`src/rtl/seg7_digit_monitor.sv`:
```
// Reads a 7-segment pattern back into a BCD digit: glitch filter, decoder, and a small
// FSM that classifies each accepted change as step up/down, jump or illegal pattern.
module seg7_digit_monitor #(
  parameter int STABLE_CYCLES = 2
) (
  input  logic       clk,
  input  logic       rst,
  input  logic [6:0] seg_in,
  input  logic       seg_valid,
  output logic [3:0] digit,
  output logic       digit_valid,
  output logic       step_up,
  output logic       step_down,
  output logic       step_jump,
  output logic       illegal,
  output logic [7:0] jump_cnt
);

  localparam int CW = (STABLE_CYCLES < 1) ? 1 : $clog2(STABLE_CYCLES + 1);

  typedef enum logic [1:0] {EMPTY, LOCKED, FAULT} state_t;

  state_t        state_q, state_d;
  logic [6:0]    cand_q, cand_d;
  logic [CW-1:0] stab_cnt_q, stab_cnt_d;
  logic [6:0]    acc_pat_q, acc_pat_d;
  logic          acc_none_q, acc_none_d;
  logic [3:0]    digit_d;
  logic [7:0]    jump_cnt_d;
  logic          step_up_d, step_down_d, step_jump_d, illegal_d;

  logic          accept;
  logic          code_legal;
  logic [3:0]    code;
  logic [3:0]    digit_inc, digit_dec;

  always_comb begin
    code_legal = 1'b1;
    code       = 4'd0;
    unique case (seg_in)
      7'h7E: code = 4'd0;
      7'h30: code = 4'd1;
      7'h6D: code = 4'd2;
      7'h79: code = 4'd3;
      7'h33: code = 4'd4;
      7'h5B: code = 4'd5;
      7'h5F: code = 4'd6;
      7'h70: code = 4'd7;
      7'h7F: code = 4'd8;
      7'h7B: code = 4'd9;
      default: code_legal = 1'b0;
    endcase
  end

  assign digit_inc = (digit == 4'd9) ? 4'd0 : digit + 4'd1;
  assign digit_dec = (digit == 4'd0) ? 4'd9 : digit - 4'd1;

  // NOTE: every combinational output gets a default first so no path infers a latch.
  always_comb begin
    cand_d      = cand_q;
    stab_cnt_d  = stab_cnt_q;
    acc_pat_d   = acc_pat_q;
    acc_none_d  = acc_none_q;
    state_d     = state_q;
    digit_d     = digit;
    jump_cnt_d  = jump_cnt;
    step_up_d   = 1'b0;
    step_down_d = 1'b0;
    step_jump_d = 1'b0;
    illegal_d   = 1'b0;
    accept      = 1'b0;

    if (seg_valid) begin
      if (seg_in != cand_q) begin
        cand_d     = seg_in;
        stab_cnt_d = CW'(1);
      end else if (stab_cnt_q < CW'(STABLE_CYCLES)) begin
        stab_cnt_d = stab_cnt_q + CW'(1);
      end
      // A held pattern matches acc_pat after its first accept, so it never fires twice.
      accept = (stab_cnt_d == CW'(STABLE_CYCLES)) && (acc_none_q || (seg_in != acc_pat_q));
    end

    if (accept) begin
      acc_pat_d  = seg_in;
      acc_none_d = 1'b0;
      if (!code_legal) begin
        state_d   = FAULT;
        illegal_d = 1'b1;
      end else begin
        state_d = LOCKED;
        digit_d = code;
        if (state_q == LOCKED) begin
          if (code == digit_inc) begin
            step_up_d = 1'b1;
          end else if (code == digit_dec) begin
            step_down_d = 1'b1;
          end else begin
            step_jump_d = 1'b1;
            if (jump_cnt != 8'hFF) jump_cnt_d = jump_cnt + 8'd1;
          end
        end
      end
    end
  end

  // NOTE: sequential state uses non-blocking assignments so all registers update together.
  always_ff @(posedge clk) begin
    if (rst) begin
      state_q    <= EMPTY;
      cand_q     <= 7'd0;
      stab_cnt_q <= '0;
      acc_pat_q  <= 7'd0;
      acc_none_q <= 1'b1;
      digit      <= 4'd0;
      jump_cnt   <= 8'd0;
      step_up    <= 1'b0;
      step_down  <= 1'b0;
      step_jump  <= 1'b0;
      illegal    <= 1'b0;
    end else begin
      state_q    <= state_d;
      cand_q     <= cand_d;
      stab_cnt_q <= stab_cnt_d;
      acc_pat_q  <= acc_pat_d;
      acc_none_q <= acc_none_d;
      digit      <= digit_d;
      jump_cnt   <= jump_cnt_d;
      step_up    <= step_up_d;
      step_down  <= step_down_d;
      step_jump  <= step_jump_d;
      illegal    <= illegal_d;
    end
  end

  assign digit_valid = (state_q == LOCKED);

endmodule

```
`config.mk`:
```
export PLATFORM = sky130hd
export DESIGN_NAME = seg7_digit_monitor
export DESIGN_NICKNAME = d
export VERILOG_FILES = /design/src/rtl/seg7_digit_monitor.sv
export SDC_FILE = /design/constraint.sdc
export NUM_CORES = 1
export LEC_CHECK = 0
export CELL_PAD_IN_SITES_DETAIL_PLACEMENT = 1
export CELL_PAD_IN_SITES_GLOBAL_PLACEMENT = 1
export CORE_ASPECT_RATIO = 0.7
export CORE_MARGIN = 2
export CORE_UTILIZATION = 37
export DETAILED_ROUTE_END_ITERATION = 8
export PLACE_DENSITY_LB_ADDON = 0.1
export SYNTH_ARGS = -nofsm -noshare
export SYNTH_HDL_FRONTEND = slang
export SYNTH_SLANG_ARGS = --single-unit
```
`constraint.sdc`:
```
create_clock -name clk -period 2.6 [get_ports clk]
set_clock_uncertainty 0.2 [all_clocks]
set_input_delay 0.39 -clock clk [delete_from_list [all_inputs] [get_ports clk]]
set_output_delay 0.39 -clock clk [all_outputs]
set_load 0.01 [all_outputs]
```
Word level (Yosys, flattened, before mapping) --
Index checks and enable logic that the tools add are counted.
Storage, ports and cells: logic and storage cells 62, input port bits 10, bits in registers 35, output and inout bits 17
Operators by class: bitwise operators 5, add/subtract/negate cells 4, equality and inequality tests 18, muxes and demuxes 13, reductions and logical operators 10, magnitude comparators 1
Operators with widths (count):
- equality test 7 bit (second input constant) | 8
- one-hot mux 4 bit (9 select lines) | 1
- equality test 7 x 6 -> 1 bit (second input constant) | 2
- inequality test 7 bit | 2
- OR reduction 10 bit | 1
- adder 8 x 1 -> 8 bit (second input constant) | 1
- equality test 4 bit | 2
- 2-to-1 mux 2 bit | 4
- 2-to-1 mux 4 bit | 2
- inequality test 8 bit (second input constant) | 1
- 2-to-1 mux 1 bit | 6
- AND reduction 6 bit | 1
- inverter 1 bit | 5
- OR reduction 5 bit | 1
- adder 4 x 1 -> 4 bit (second input constant) | 1
- equality test 4 bit (second input constant) | 1
- logical NOT 4 bit | 1
- AND reduction 2 bit | 2
- OR reduction 4 bit | 1
- subtractor 4 x 1 -> 4 bit (second input constant) | 1
- adder 2 x 1 -> 2 bit (second input constant) | 1
- equality test 2 x 1 -> 1 bit (second input constant) | 1
- equality test 2 bit (second input constant) | 1
- < comparator 2 bit (second input constant) | 1
- other kinds (3) | 3

Longest topological paths before layout --
depth in word-level cells 9, depth in mapped cells 10, gate-level depth less buffers 8

Worst setup path after synthesis --
OpenSTA, ideal clock, no wires.
path type input-to-reg, start point in seg_in[2], end point reg jump_cnt[4], path buffers 2, stages 9, setup slack -0.115 ns, required time 2.329 ns, data arrival time 2.444 ns, library setup time 0.071 ns, cell sequence buf_2 xnor2_1 nand3_1 nor4_4 o311ai_4 a311o_1 buf_6 or4_1 a21oi_1
Between the ends: word-level cells in the longest chain between the ends 7, elaborated cells on any way between the ends 26, those cells by class 15 x eq/ne; 5 x mux; 2 x bitwise; 4 x reduce/logical
Ends and longest elaborated chain:
- from (decl) | line 8 | input logic [6:0] seg_in,
- inequality test 7 bit | line 74 | if (seg_in != cand_q) begin
- 2-to-1 mux 2 bit | line 74
- 2-to-1 mux 2 bit | line 73 | if (seg_valid) begin
- equality test 2 bit | line 81 | accept = (stab_cnt_d == CW'(STABLE_CYCLES)) && (acc_none_q || (seg_in != acc_pat_q));
- logical AND 1 bit | line 81
- 2-to-1 mux 1 bit | line 73
- AND reduction 6 bit (no line) (*)
- to (signal assigned) | line 128 | jump_cnt <= jump_cnt_d;
- to (decl) | line 16 | output logic [7:0] jump_cnt
Every way passes the cells marked *; elsewhere a longest branch is shown, timed or not. The select of a mux whose other input is x is not followed. A chain may end at the register's enable or synchronous reset.

Worst setup path in the final report --
start point in seg_in[1], end point reg jump_cnt[0]
The elaborated chain is that of the path after synthesis.

==> out/qor.yml <==
path_clk_slew_ns: 0.08
min_path_type: "in -> reg"
worstHoldStart: "seg_in[1]"
dieArea_um2: 6410
syn-cell-area_um2: 2140
max_freq_mhz: 394
p_clk_share_pct: 36.4
critPathArrivalTime_ns: 2.53
cts_tree: "done"
cts_buffer_depth: 2
vias: 2108
post-route-util_pct: 54.3
r2r_end: "jump_cnt[0]"
cp_num_cells: 9
crit_required_ns: 2.59
syn-num-nets: 265
synth-seq-area-share_pct: 32.8
dieHeight_um: 67.6
max_slew_margin_pct: 72.2
drt-total-wl_um: 6800
p_leak_nw: 1.18
path_max_fanout: 6
worst-r2r-setup-slack_ns: 0.07
pwr-share-comb_pct: 14.7
tns_ns: 0
crit_slowest_cell: "or4b_4"
fin_cells: 394
ys_async_sr_fraction_pct: 0
syn_inst: 253
grt_use_total_pct: 22.3
hold_viol_final: 0
yosysUniqueCellTypes: 51
antenna_found_initial: 0
crit_chain: "buf_6 > or4b_4 > a21oi_4 > xor2_2 > o31ai_2 > o32ai_2 > buf_4 > nor2_4 > mux2_4"
critPathCapture: "jump_cnt[0]"
hold_depth: 3
drtIter0Drc: 90
start_util_pct: 37.9
pwr-share-seq_pct: 49.0
gr-total-overflow: 0
dr.pass1.iters: 4
synth-warning-count: 0
p_int_w: 0.000807
die_w_um: 94.9
ios: 27
synth_edf_count: 0
setup_violations: 0
stdcell_area_um2: 3070
drc: 0
grt_max_degree: 37
ff2ff_path_depth: 8
cts_sinks: 35
post-dp-hpwl_um: 4610
ys_seq_elements: 35
drive_gt1_share_pct: 36.7
syn_avg_cell_area_um2: 8.45
p_per_area_nw_per_um2: 366
syn2layout_area_growth_pct: 43.4
tightest_slew_ns: 0.411
endpoint_kind: "register"
wire_per_inst_um: 17.3
ys.flop_type: "dfxtp_1"
fin_nets: 330
timing.rr.start: "digit[1]"
layout_worst_path_cycle_share_pct: 97.6
p_sw_share_pct: 28.0
cap_violations: 0
critical_path_buf_inv_count: 2
ant_nets: 0
numCtsBuffers: 5
ctsRootBufferMaster: "clkbuf_8"
place_area_um2: 2690
crit_family: "compound AO/OA/AOI/OAI gates"
period_minus_slack_ns: 2.54
antennaDiodeCount: 0
gp_congestion: 0.815
portBuffers: 26
crit_type: "in -> reg"
htreeDepth: 2
cts_hold_buf: 0
dp.cells: 373
coreArea_um2: 5640
rows: 23
critPathLaunchType: "input pin"
cp_slowest_stage_delay_ns: 0.58
routed_via_density: 5.35
finalMaxSlewViolations: 0
peakVddDrop_v: 0.000194
grt_pass1_wl_um: 10800
clock_latency_ns: 0.30
cp-startpoint: "seg_in[1]"
status: "complete, no violations"
grt_pass1_vias: 2109
p_sw_w: 0.000315
cells in the mapped netlist, types with 2 or more instances:
cell       number  area [um^2]
mux2i_1        14          140
ha_1            2         25.0
dfxtp_1        35          701
a21oi_1        16         80.1
clkbuf_1        7         26.3
and3b_1         2         17.5
buf_2           7         35.0
or4_1           6         45.0
mux2_2          2         22.5
nor4_1          4         25.0
inv_1           8         30.0
and3_1          5         31.3
nand4b_1        2         17.5
nor3_1          5         25.0
nor3b_1         2         15.0
or2_2           2         12.5
nor2b_1         5         31.3
nand2b_1        6         37.5
nor2_1         31          116
o2111ai_1       4         35.0
o21ai_0         7         35.0
o31ai_1         7         52.6
xor2_1          8         70.1
nand2_1        10         37.5
buf_6           4         45.0
nor4b_1         2         17.5
nand3_1        16         80.1
buf_1           2         7.51
xnor2_1        10         87.6
per-stage QoR:
step / total power, W / hold slack, ns / worst slack, ns
after detailed placement: 0.000703 / 0.261 / -0.701
after floorplan: 0.000649 / 0.239 / -0.0412
after CTS: 0.00113 / 0.261 / 0.00518
final: 0.00112 / 0.163 / 0.0629
after global placement: 0.000700 / 0.258 / -0.683
after global routing: 0.00118 / 0.183 / -0.0104
cell usage in the layout, fill, tap and decap left out, drive strengths merged, types with 4 or more instances in the layout:
cell type	n
nor2b	5
clkdlybuf4s50	19
nand2	10
o31ai	7
dfxtp	35
mux2i	14
nand2b	6
and3	5
xnor2	10
xor2	8
nor2	31
inv	8
buf	54
o21ai	8
nor3	6
or4	6
a21oi	16
nor4	5
nand3	16
o2111ai	4
clkbuf	10
logic make-up after synthesis:
family                   Yosys count  synth area share, %
AO/OA/AOI/OAI                     49                 16.6
XOR/XNOR                          18                 7.37
adder cells (fa/ha/maj)            2                 1.17
buffers and inverters             29                 7.08
flip-flops                        35                 32.8
multiplexers                      16                 7.61
AND/OR/NAND/NOR                  104                 27.4
layout make-up:
class / instances / area, um^2
Fill cell: 691 / 2570
Multi-Input combinational cell: 190 / 1510
Sequential cell: 35 / 706
Timing Repair Buffer: 78 / 643
Tap cell: 75 / 93.8
Clock buffer: 6 / 72.6
Inverter: 8 / 30.0
Clock inverter: 2 / 12.5
routing by layer:
metal  global-route usage (%)  vias to the layer above  share of wire, %
li1                         -                     1040                 -
met1                     32.4                     1032                52
met2                     33.8                       28                44
met3                     5.13                        8               2.9
met4                     4.17                        0               1.0
met5                        0                        -                 0
flip-flops by register name, summed over array words and instances, names as in the netlist, 2 cells and up:
name,cells
state_q,2
cand_q,7
digit,4
stab_cnt_q,2
jump_cnt,8
acc_pat_q,7
tightest hold or removal path, delay by kind of cell:
kind,cells,cell delay [ns]
buffers and inverters,1,0.10
multiplexers,1,0.07
AND/OR/NAND/NOR,1,0.07
power groups by stage:
stage / registers, W / clock network (W) / logic, W
after floorplan: 0.000560 / 0 / 0.0000896
after global placement: 0.000561 / 0 / 0.000139
after detailed placement: 0.000561 / 0 / 0.000142
after CTS: 0.000549 / 0.000416 / 0.000161
after global routing: 0.000550 / 0.000446 / 0.000179
final: 0.000549 / 0.000408 / 0.000165
worst min path at each step:
stage                     slack [ns]          to
final                           0.16   cand_q[1]
after global routing            0.18   cand_q[1]
after CTS                       0.26   cand_q[1]
after detailed placement        0.26  acc_none_q
after global placement          0.26  state_q[1]
after floorplan                 0.24  acc_none_q
timing repair:
action,in CTS,in global routing
pin swaps,21,15
buffers inserted,8,4
gates cloned,2,0
endpoints found under the setup margin,14,12
resized for setup,49,30
(Power assumes the default switching activity.)
